[config.mk]
export PLATFORM = sky130hd
export DESIGN_NAME = axil_fw_err_regs_flat
export DESIGN_NICKNAME = d
export VERILOG_FILES = /design/src/rtl/axil_fw_err_regs_if.sv /design/src/rtl/axil_fw_err_regs.sv /design/src/flat_wrapper.sv
export SDC_FILE = /design/constraint.sdc
export NUM_CORES = 1
export LEC_CHECK = 0
export CORE_MARGIN = 5
export CORE_UTILIZATION = 35
export DETAILED_ROUTE_END_ITERATION = 10
export SYNTH_ARGS = -nofsm -noshare
export SYNTH_HDL_FRONTEND = slang
export SYNTH_SLANG_ARGS = --single-unit
[constraint.sdc]
create_clock -name i_clk -period 2.83 [get_ports i_clk]
set_clock_uncertainty 0.2 [all_clocks]
set_input_delay 0.4245 -clock i_clk [delete_from_list [all_inputs] [get_ports i_clk]]
set_output_delay 0.4245 -clock i_clk [all_outputs]
set_load 0.03 [all_outputs]
[src/rtl/axil_fw_err_regs_if.sv]
// axil_fw_err_regs_if: AXI-Lite control bus between the control master and the error-register block
interface axil_fw_err_regs_if #(
    parameter int G_DATA_W      = 32,
    parameter int G_CTRL_ADDR_W = 5
);
    logic                     awvalid;
    logic                     awready;
    logic [G_CTRL_ADDR_W-1:0] awaddr;
    logic [2:0]               awprot;
    logic                     wvalid;
    logic                     wready;
    logic [G_DATA_W-1:0]      wdata;
    logic [G_DATA_W/8-1:0]    wstrb;
    logic                     bvalid;
    logic                     bready;
    logic [1:0]               bresp;
    logic                     arvalid;
    logic                     arready;
    logic [G_CTRL_ADDR_W-1:0] araddr;
    logic [2:0]               arprot;
    logic                     rvalid;
    logic                     rready;
    logic [G_DATA_W-1:0]      rdata;
    logic [1:0]               rresp;

    modport slave (
        input  awvalid, awaddr, awprot, wvalid, wdata, wstrb, bready, arvalid, araddr, arprot, rready,
        output awready, wready, bvalid, bresp, arready, rvalid, rdata, rresp
    );

    modport master (
        output awvalid, awaddr, awprot, wvalid, wdata, wstrb, bready, arvalid, araddr, arprot, rready,
        input  awready, wready, bvalid, bresp, arready, rvalid, rdata, rresp
    );
endinterface

[src/rtl/axil_fw_err_regs.sv]
// axil_fw_err_regs: AXI-Lite responder holding seven saturating error counters and an IRQ mask
module axil_fw_err_regs #(
    parameter int G_CNT_WDT     = 4,
    parameter int G_DATA_W      = 32,
    parameter int G_CTRL_ADDR_W = 5,
    parameter logic [G_CTRL_ADDR_W-1:0] G_WR_SLVERR_ADDR = 'h00,
    parameter logic [G_CTRL_ADDR_W-1:0] G_WR_DECERR_ADDR = 'h04,
    parameter logic [G_CTRL_ADDR_W-1:0] G_WR_WD_ERR_ADDR = 'h08,
    parameter logic [G_CTRL_ADDR_W-1:0] G_RD_SLVERR_ADDR = 'h0c,
    parameter logic [G_CTRL_ADDR_W-1:0] G_RD_DECERR_ADDR = 'h10,
    parameter logic [G_CTRL_ADDR_W-1:0] G_RD_WD_ERR_ADDR = 'h14,
    parameter logic [G_CTRL_ADDR_W-1:0] G_RG_ST_ERR_ADDR = 'h18,
    parameter logic [G_CTRL_ADDR_W-1:0] G_IRQ_MASK_ADDR  = 'h1c
) (
    input  logic               i_clk,
    input  logic               i_rst,
    input  logic [6:0]         i_err_evt,
    output logic               o_irq,
    axil_fw_err_regs_if.slave  ctrl_axil
);
    typedef enum logic [1:0] {W_IDLE, W_HAVE_AW, W_HAVE_W, W_RESP} wstate_t;
    typedef enum logic {R_IDLE, R_RESP} rstate_t;

    // Entries 0..6 are the counters in event-bit order, entry 7 is the mask.
    localparam logic [7:0][G_CTRL_ADDR_W-1:0] addr_map = {
        G_IRQ_MASK_ADDR, G_RG_ST_ERR_ADDR, G_RD_WD_ERR_ADDR, G_RD_DECERR_ADDR,
        G_RD_SLVERR_ADDR, G_WR_WD_ERR_ADDR, G_WR_DECERR_ADDR, G_WR_SLVERR_ADDR
    };

    wstate_t                      wstate;
    rstate_t                      rstate;
    logic                         aw_hs, w_hs, ar_hs, commit;
    logic [G_CTRL_ADDR_W-1:0]     aw_addr, wa;
    logic [G_DATA_W-1:0]          w_data, wd, rd_val;
    logic [G_DATA_W/8-1:0]        w_strb, ws;
    logic [7:0]                   wr_hit, rd_hit;
    logic [6:0][G_CNT_WDT-1:0]    cnt;
    logic [6:0]                   mask, clr, nz;
    logic                         unused_bits;

    assign unused_bits = ^{ctrl_axil.awprot, ctrl_axil.arprot, wd[G_DATA_W-1:7], ws[G_DATA_W/8-1:1]};

    // A handshake in the current cycle bypasses its holding register so the commit happens at once.
    always_comb begin
        aw_hs  = ctrl_axil.awvalid & ctrl_axil.awready;
        w_hs   = ctrl_axil.wvalid & ctrl_axil.wready;
        ar_hs  = ctrl_axil.arvalid & ctrl_axil.arready;
        wa     = aw_hs ? ctrl_axil.awaddr : aw_addr;
        wd     = w_hs ? ctrl_axil.wdata : w_data;
        ws     = w_hs ? ctrl_axil.wstrb : w_strb;
        commit = (aw_hs | wstate == W_HAVE_AW) & (w_hs | wstate == W_HAVE_W);
        rd_val = '0;
        for (int i = 0; i < 8; i++) begin
            wr_hit[i] = wa == addr_map[i] && wa[1:0] == 2'b00;
            rd_hit[i] = ctrl_axil.araddr == addr_map[i] && ctrl_axil.araddr[1:0] == 2'b00;
        end
        for (int i = 0; i < 7; i++) begin
            clr[i] = commit & wr_hit[i] & ws[0];
            nz[i]  = |cnt[i];
            rd_val = rd_hit[i] ? G_DATA_W'(cnt[i]) : rd_val;
        end
        rd_val = rd_hit[7] ? G_DATA_W'(mask) : rd_val;
    end

    always_ff @(posedge i_clk or posedge i_rst) begin
        if (i_rst) begin
            wstate            <= W_IDLE;
            ctrl_axil.awready <= 1'b1;
            ctrl_axil.wready  <= 1'b1;
            ctrl_axil.bvalid  <= 1'b0;
            ctrl_axil.bresp   <= 2'b00;
            aw_addr           <= '0;
            w_data            <= '0;
            w_strb            <= '0;
        end else begin
            if (aw_hs) aw_addr <= ctrl_axil.awaddr;
            if (w_hs) begin
                w_data <= ctrl_axil.wdata;
                w_strb <= ctrl_axil.wstrb;
            end
            case (wstate)
                W_RESP: if (ctrl_axil.bready) begin
                    wstate            <= W_IDLE;
                    ctrl_axil.bvalid  <= 1'b0;
                    ctrl_axil.awready <= 1'b1;
                    ctrl_axil.wready  <= 1'b1;
                end
                default: if (commit) begin
                    wstate            <= W_RESP;
                    ctrl_axil.bvalid  <= 1'b1;
                    ctrl_axil.bresp   <= |wr_hit ? 2'b00 : 2'b11;
                    ctrl_axil.awready <= 1'b0;
                    ctrl_axil.wready  <= 1'b0;
                end else if (aw_hs) begin
                    wstate            <= W_HAVE_AW;
                    ctrl_axil.awready <= 1'b0;
                end else if (w_hs) begin
                    wstate            <= W_HAVE_W;
                    ctrl_axil.wready  <= 1'b0;
                end
            endcase
        end
    end

    always_ff @(posedge i_clk or posedge i_rst) begin
        if (i_rst) begin
            rstate            <= R_IDLE;
            ctrl_axil.arready <= 1'b1;
            ctrl_axil.rvalid  <= 1'b0;
            ctrl_axil.rdata   <= '0;
            ctrl_axil.rresp   <= 2'b00;
        end else begin
            case (rstate)
                R_RESP: if (ctrl_axil.rready) begin
                    rstate            <= R_IDLE;
                    ctrl_axil.rvalid  <= 1'b0;
                    ctrl_axil.arready <= 1'b1;
                end
                default: if (ar_hs) begin
                    rstate            <= R_RESP;
                    ctrl_axil.rvalid  <= 1'b1;
                    ctrl_axil.arready <= 1'b0;
                    ctrl_axil.rdata   <= rd_val;
                    ctrl_axil.rresp   <= |rd_hit ? 2'b00 : 2'b11;
                end
            endcase
        end
    end

    // A clear coinciding with an event leaves 1 so the event is not lost.
    always_ff @(posedge i_clk or posedge i_rst) begin
        if (i_rst) begin
            cnt   <= '0;
            mask  <= 7'h7F;
            o_irq <= 1'b0;
        end else begin
            for (int i = 0; i < 7; i++)
                cnt[i] <= clr[i] ? G_CNT_WDT'(i_err_evt[i]) :
                          (i_err_evt[i] && !(&cnt[i])) ? cnt[i] + 1'b1 : cnt[i];
            if (commit & wr_hit[7] & ws[0]) mask <= wd[6:0];
            o_irq <= |(nz & mask);
        end
    end
endmodule

[src/flat_wrapper.sv]
// flat-port wrapper written by rule: the top's interface ports become plain ports
module axil_fw_err_regs_flat 
#(
    parameter int G_CNT_WDT     = 4,
    parameter int G_DATA_W      = 32,
    parameter int G_CTRL_ADDR_W = 5,
    parameter logic [G_CTRL_ADDR_W-1:0] G_WR_SLVERR_ADDR = 'h00,
    parameter logic [G_CTRL_ADDR_W-1:0] G_WR_DECERR_ADDR = 'h04,
    parameter logic [G_CTRL_ADDR_W-1:0] G_WR_WD_ERR_ADDR = 'h08,
    parameter logic [G_CTRL_ADDR_W-1:0] G_RD_SLVERR_ADDR = 'h0c,
    parameter logic [G_CTRL_ADDR_W-1:0] G_RD_DECERR_ADDR = 'h10,
    parameter logic [G_CTRL_ADDR_W-1:0] G_RD_WD_ERR_ADDR = 'h14,
    parameter logic [G_CTRL_ADDR_W-1:0] G_RG_ST_ERR_ADDR = 'h18,
    parameter logic [G_CTRL_ADDR_W-1:0] G_IRQ_MASK_ADDR  = 'h1c
)
  (i_clk, i_rst, i_err_evt, o_irq, ctrl_axil_awvalid, ctrl_axil_awaddr, ctrl_axil_awprot, ctrl_axil_wvalid, ctrl_axil_wdata, ctrl_axil_wstrb, ctrl_axil_bready, ctrl_axil_arvalid, ctrl_axil_araddr, ctrl_axil_arprot, ctrl_axil_rready, ctrl_axil_awready, ctrl_axil_wready, ctrl_axil_bvalid, ctrl_axil_bresp, ctrl_axil_arready, ctrl_axil_rvalid, ctrl_axil_rdata, ctrl_axil_rresp);
  axil_fw_err_regs_if #(.G_DATA_W(G_DATA_W), .G_CTRL_ADDR_W(G_CTRL_ADDR_W)) ctrl_axil_i ();
  input  logic i_clk;
  input  logic i_rst;
  input  logic [6:0] i_err_evt;
  output logic o_irq;
  input wire logic [$bits(ctrl_axil_i.awvalid)-1:0] ctrl_axil_awvalid;
  input wire logic [$bits(ctrl_axil_i.awaddr)-1:0] ctrl_axil_awaddr;
  input wire logic [$bits(ctrl_axil_i.awprot)-1:0] ctrl_axil_awprot;
  input wire logic [$bits(ctrl_axil_i.wvalid)-1:0] ctrl_axil_wvalid;
  input wire logic [$bits(ctrl_axil_i.wdata)-1:0] ctrl_axil_wdata;
  input wire logic [$bits(ctrl_axil_i.wstrb)-1:0] ctrl_axil_wstrb;
  input wire logic [$bits(ctrl_axil_i.bready)-1:0] ctrl_axil_bready;
  input wire logic [$bits(ctrl_axil_i.arvalid)-1:0] ctrl_axil_arvalid;
  input wire logic [$bits(ctrl_axil_i.araddr)-1:0] ctrl_axil_araddr;
  input wire logic [$bits(ctrl_axil_i.arprot)-1:0] ctrl_axil_arprot;
  input wire logic [$bits(ctrl_axil_i.rready)-1:0] ctrl_axil_rready;
  output wire logic [$bits(ctrl_axil_i.awready)-1:0] ctrl_axil_awready;
  output wire logic [$bits(ctrl_axil_i.wready)-1:0] ctrl_axil_wready;
  output wire logic [$bits(ctrl_axil_i.bvalid)-1:0] ctrl_axil_bvalid;
  output wire logic [$bits(ctrl_axil_i.bresp)-1:0] ctrl_axil_bresp;
  output wire logic [$bits(ctrl_axil_i.arready)-1:0] ctrl_axil_arready;
  output wire logic [$bits(ctrl_axil_i.rvalid)-1:0] ctrl_axil_rvalid;
  output wire logic [$bits(ctrl_axil_i.rdata)-1:0] ctrl_axil_rdata;
  output wire logic [$bits(ctrl_axil_i.rresp)-1:0] ctrl_axil_rresp;
  assign ctrl_axil_i.awvalid = ctrl_axil_awvalid;
  assign ctrl_axil_i.awaddr = ctrl_axil_awaddr;
  assign ctrl_axil_i.awprot = ctrl_axil_awprot;
  assign ctrl_axil_i.wvalid = ctrl_axil_wvalid;
  assign ctrl_axil_i.wdata = ctrl_axil_wdata;
  assign ctrl_axil_i.wstrb = ctrl_axil_wstrb;
  assign ctrl_axil_i.bready = ctrl_axil_bready;
  assign ctrl_axil_i.arvalid = ctrl_axil_arvalid;
  assign ctrl_axil_i.araddr = ctrl_axil_araddr;
  assign ctrl_axil_i.arprot = ctrl_axil_arprot;
  assign ctrl_axil_i.rready = ctrl_axil_rready;
  assign ctrl_axil_awready = ctrl_axil_i.awready;
  assign ctrl_axil_wready = ctrl_axil_i.wready;
  assign ctrl_axil_bvalid = ctrl_axil_i.bvalid;
  assign ctrl_axil_bresp = ctrl_axil_i.bresp;
  assign ctrl_axil_arready = ctrl_axil_i.arready;
  assign ctrl_axil_rvalid = ctrl_axil_i.rvalid;
  assign ctrl_axil_rdata = ctrl_axil_i.rdata;
  assign ctrl_axil_rresp = ctrl_axil_i.rresp;
  axil_fw_err_regs #(.G_CNT_WDT(G_CNT_WDT), .G_DATA_W(G_DATA_W), .G_CTRL_ADDR_W(G_CTRL_ADDR_W), .G_WR_SLVERR_ADDR(G_WR_SLVERR_ADDR), .G_WR_DECERR_ADDR(G_WR_DECERR_ADDR), .G_WR_WD_ERR_ADDR(G_WR_WD_ERR_ADDR), .G_RD_SLVERR_ADDR(G_RD_SLVERR_ADDR), .G_RD_DECERR_ADDR(G_RD_DECERR_ADDR), .G_RD_WD_ERR_ADDR(G_RD_WD_ERR_ADDR), .G_RG_ST_ERR_ADDR(G_RG_ST_ERR_ADDR), .G_IRQ_MASK_ADDR(G_IRQ_MASK_ADDR)) u_core (.i_clk(i_clk), .i_rst(i_rst), .i_err_evt(i_err_evt), .o_irq(o_irq), .ctrl_axil(ctrl_axil_i));
endmodule
==> flow_metrics.py <==
metrics = {
    "clocking": {
        "post_cts_resized": 0,
        "cts.path.max_buffers": 2,
        "cts.root.buffer_cell": "sky130_fd_sc_hd__clkbuf_8",
        "clock_sinks": 66,
        "cts_buffers": 9,
        "insertion_delay_ns": 0.35,
        "ctsHtreeMaxLevel": 3,
        "cts.repair_timing.setup_buffer_count": 0,
        "tritoncts": "yes",
        "number_of_hold_buffers_added_after_cts": 0,
        "path_clk_slew_ns": 0.08,
    },
    "pwr": {
        "vdd_ir_drop_max_uv": 348,
        "total_switching_power_w": 0.00168,
        "pwr_density_cell_nw_per_um2": 931,
        "pwr-share-clk_pct": 19.1,
        "cellInternalPower_w": 0.00254,
        "power.share.switching_pct": 39.8,
        "p_comb_share_pct": 38.5,
        "p_leak_nw": 2.06,
        "power.sequential.fraction_pct": 42.4,
    },
    "floorplanning": {
        "die_h_microns": 114,
        "top_level_ports": 108,
        "placeableCoreArea_sq_um": 10700,
        "floorplan.initialDensity_pct": 35.3,
        "core.rowCount": 38,
        "die_width_microns": 114,
        "floorplan.die_area_sq_um": 13000,
    },
    "placed_design": {
        "place.detailed.hpwl_mm": 6.11,
        "dp_slack_ns": 0.227,
        "placed_cells": 566,
        "place.port_buffers": 48,
        "place_congestion": 0.813,
    },
    "finish": {
        "layout-drive-gt1-share_pct": 15.2,
        "layout.area.seq_sq_um": 1660,
        "fillCellCount": 1055,
        "area_taken_by_multi_input_logic_gates_sq_um": 1850,
        "areaGrowthSynthToFinish_pct": 20.1,
        "nNetsFinal": 517,
        "antenna_cells": 0,
        "fin_cells": 582,
    },
    "route": {
        "first_iter_violations": 157,
        "detailroute.via_count": 2845,
        "postRouteAntennaNets": 0,
        "post-route-drc-count": 0,
        "firstDrtPassIters": 5,
        "finalWirelength_mm": 8.02,
        "post_drt_via_cell_ratio": 4.89,
        "routedWlPerCell_microns": 13.8,
    },
    "sta": {
        "smallest_setup_slack_after_layout_ns": 0.486,
        "finalSetupTns_ns": 0,
        "fmax_ghz": 0.427,
        "timing_hold_violations_final": 0,
        "final_cycle_utilization_of_the_critical_path_pct": 82.8,
        "final.min_clock_period_ns": 2.34,
        "worst_slew_pin_slew_ns": 0.601,
        "final-max-slew-violation-count": 0,
        "grt_setup_unrepaired": "false",
        "setup_viol_count_final": 0,
        "timing.max_slew.rel_slack_pct": 59.9,
    },
    "critical_path": {
        "crit-reg2reg-capture": "u_core.cnt[0]$_DFFE_PP0P_",
        "path_class": "reg2out",
        "timing.critical_path.max_delay_family": "buffers and inverters",
        "crit_required_ns": 2.21,
        "worst_r2r_startpoint": "u_core.ctrl_axil.awready$_DFFE_PP1P_",
        "setup.worst_path.start_class": "register",
        "critical_path_peak_fanout": 12,
        "critical_path.n_buffers_inverters": 1,
        "crit_chain": "clkdlybuf4s50_1",
        "reg2regPathDepth": 5,
        "arrival_ns": 1.72,
        "crit_slowest_cell": "sky130_fd_sc_hd__clkdlybuf4s50_1",
        "worstSetupEndpointType": "primary output",
        "slowest_stage_delay_cp_ns": 0.71,
        "r2r_slack_ns": 0.51,
    },
    "synth": {
        "yosysTopAreaCell": "sky130_fd_sc_hd__dfrtp_1",
        "synth_cell_types": 43,
        "synth_top_area_share_pct": 37.1,
        "synthesis.instances": 383,
        "synth_top_flop_cell": "sky130_fd_sc_hd__dfrtp_1",
        "synth.yosys.warnings": 0,
        "asyncSetResetFlopFracSynth_pct": 100,
        "synth_area_per_cell_sq_um": 9.86,
        "synth_top_cells_by_area": "sky130_fd_sc_hd__dfrtp_1 (37%), sky130_fd_sc_hd__dfstp_2 (7.0%), sky130_fd_sc_hd__buf_4 (5.6%)",
        "number_of_synthesized_flops_with_an_enable_pin": 0,
        "post_synth_instance_area_sq_um": 3780,
        "synth_seq_area_share_pct": 44.1,
        "synth_seq_cells": 66,
    },
    "grt": {
        "globalRoute.totalOverflow": 0,
        "via_count_of_the_first_global_routing_pass": 2846,
        "globalRouteTotalUtil_pct": 13.0,
        "grt_start_max_net_pins": 42,
        "grt_first_pass_wirelength_mm": 13.5,
        "grt_antenna_before_repair": 0,
    },
    "flow_run": {
        "maxCapViolCount": 0,
    },
    "outcome": {
        "outcome": "complete, no violations",
    },
    "hold_path": {
        "hp-class": "in2async",
    },
}
-- sequential cells by signal, indices dropped and copies added (netlist names), 2 cells and up --
signal,flops
u_core.cnt,28
u_core.ctrl_axil.rdata,7
u_core.mask,7
u_core.w_data,7
u_core.aw_addr,5
u_core.wstate,2
-- per-layer routing --
metal	global-route usage (%)	vias to the layer above	part of all wire, %
met5	0	-	0
met2	20.7	68	46
met1	17.2	1372	47
met4	5.46	0	1.9
li1	-	1389	-
met3	2.60	16	4.8
-- placed cells by master (no fill, tap or decap), types with 2 or more instances in the layout --
cell type / netlist / routed
sky130_fd_sc_hd__mux2i_1: 8 / 8
sky130_fd_sc_hd__nor3_1: 8 / 8
sky130_fd_sc_hd__dfstp_2: 10 / 10
sky130_fd_sc_hd__o221ai_1: 4 / 4
sky130_fd_sc_hd__mux4_2: 4 / 4
sky130_fd_sc_hd__mux2_4: 7 / 7
sky130_fd_sc_hd__clkbuf_8: 0 / 9
sky130_fd_sc_hd__xnor2_1: 6 / 6
sky130_fd_sc_hd__inv_1: 31 / 30
sky130_fd_sc_hd__nand2b_1: 2 / 2
sky130_fd_sc_hd__nand3b_1: 2 / 2
sky130_fd_sc_hd__nor2_1: 39 / 39
sky130_fd_sc_hd__conb_1: 1 / 25
sky130_fd_sc_hd__ha_1: 14 / 14
sky130_fd_sc_hd__a22oi_1: 3 / 3
sky130_fd_sc_hd__a31oi_1: 2 / 2
sky130_fd_sc_hd__mux2_2: 14 / 14
sky130_fd_sc_hd__dfrtp_1: 56 / 56
sky130_fd_sc_hd__o211ai_1: 4 / 4
sky130_fd_sc_hd__nand2_2: 2 / 2
sky130_fd_sc_hd__and3_1: 3 / 3
sky130_fd_sc_hd__o21ai_1: 7 / 7
sky130_fd_sc_hd__a21oi_1: 10 / 10
sky130_fd_sc_hd__buf_4: 28 / 3
sky130_fd_sc_hd__nand2_1: 49 / 49
sky130_fd_sc_hd__o21ai_0: 14 / 14
sky130_fd_sc_hd__and4b_1: 7 / 7
sky130_fd_sc_hd__nand4_1: 2 / 2
sky130_fd_sc_hd__o32a_1: 7 / 7
sky130_fd_sc_hd__clkinv_4: 0 / 4
sky130_fd_sc_hd__a21bo_2: 2 / 2
sky130_fd_sc_hd__clkdlybuf4s50_1: 0 / 48
sky130_fd_sc_hd__nand3_1: 21 / 21
-- per-stage QoR --
stage | utilization (%) | instance area (sq um) | total power (W) | hold slack (ns)
global route | 42.4 | 4540 | 0.00457 | 0.318
global placement | 40.5 | 4330 | 0.00338 | 0.260
CTS | 42.4 | 4540 | 0.00428 | 0.277
finish | 42.4 | 4540 | 0.00422 | 0.265
detailed placement | 40.5 | 4330 | 0.00345 | 0.263
floorplan | - | 3870 | 0.00295 | 0.271
-- cell type report --
type,count,share of cell area (%)
clock buffers,9,2.73
clock inverters,7,1.74
flip-flops and latches,66,36.7
inverters,31,2.57
repair buffers,52,11.5
well taps,140,3.86
multi-input cells,277,40.9
-- synth_stat cells, drive strengths merged, types with 8 or more instances --
| library cell | number |
|---|---|
| mux2 | 21 |
| nand3 | 21 |
| nor3 | 8 |
| a21oi | 11 |
| dfrtp | 56 |
| ha | 14 |
| dfstp | 10 |
| nand2 | 51 |
| mux2i | 8 |
| o21ai | 21 |
| nor2 | 41 |
| buf | 31 |
| inv | 31 |
-- worst max path at each step --
stage,startpoint,endpoint,slack [ns],cells after the start
finish,u_core.ctrl_axil.awready$_DFFE_PP1P_,ctrl_axil_awready,0.49,1
global route,u_core.ctrl_axil.awready$_DFFE_PP1P_,u_core.cnt[2]$_DFFE_PP0P_,0.32,5
CTS,u_core.ctrl_axil.awready$_DFFE_PP1P_,ctrl_axil_awready,0.47,1
detailed placement,ctrl_axil_awvalid,u_core.cnt[0]$_DFFE_PP0P_,0.23,6
global placement,ctrl_axil_awvalid,u_core.cnt[16]$_DFFE_PP0P_,0.24,6
floorplan,i_rst,u_core.aw_addr[0]$_DFF_PP0_,0.57,1
-- kinds of logic after synthesis --
logic type,synth area share (%)
and+or+nand+nor,17.4
DFF,44.1
buffers and inverters,9.24
AOI/OAI and AO/OA,11.8
muxes,11.5
adders and majority gates,4.64
xor gates and xnor gates,1.39
other,0.0993
-- power by group through the flow --
stage | sequential (W) | clock (W) | combinational, W
global route | 0.00186 | 0.000874 | 0.00184
global placement | 0.00178 | 0 | 0.00160
CTS | 0.00179 | 0.000832 | 0.00165
detailed placement | 0.00181 | 0 | 0.00164
finish | 0.00179 | 0.000808 | 0.00163
floorplan | 0.00180 | 0 | 0.00115
Note: power is estimated with default switching activity, not from simulation.
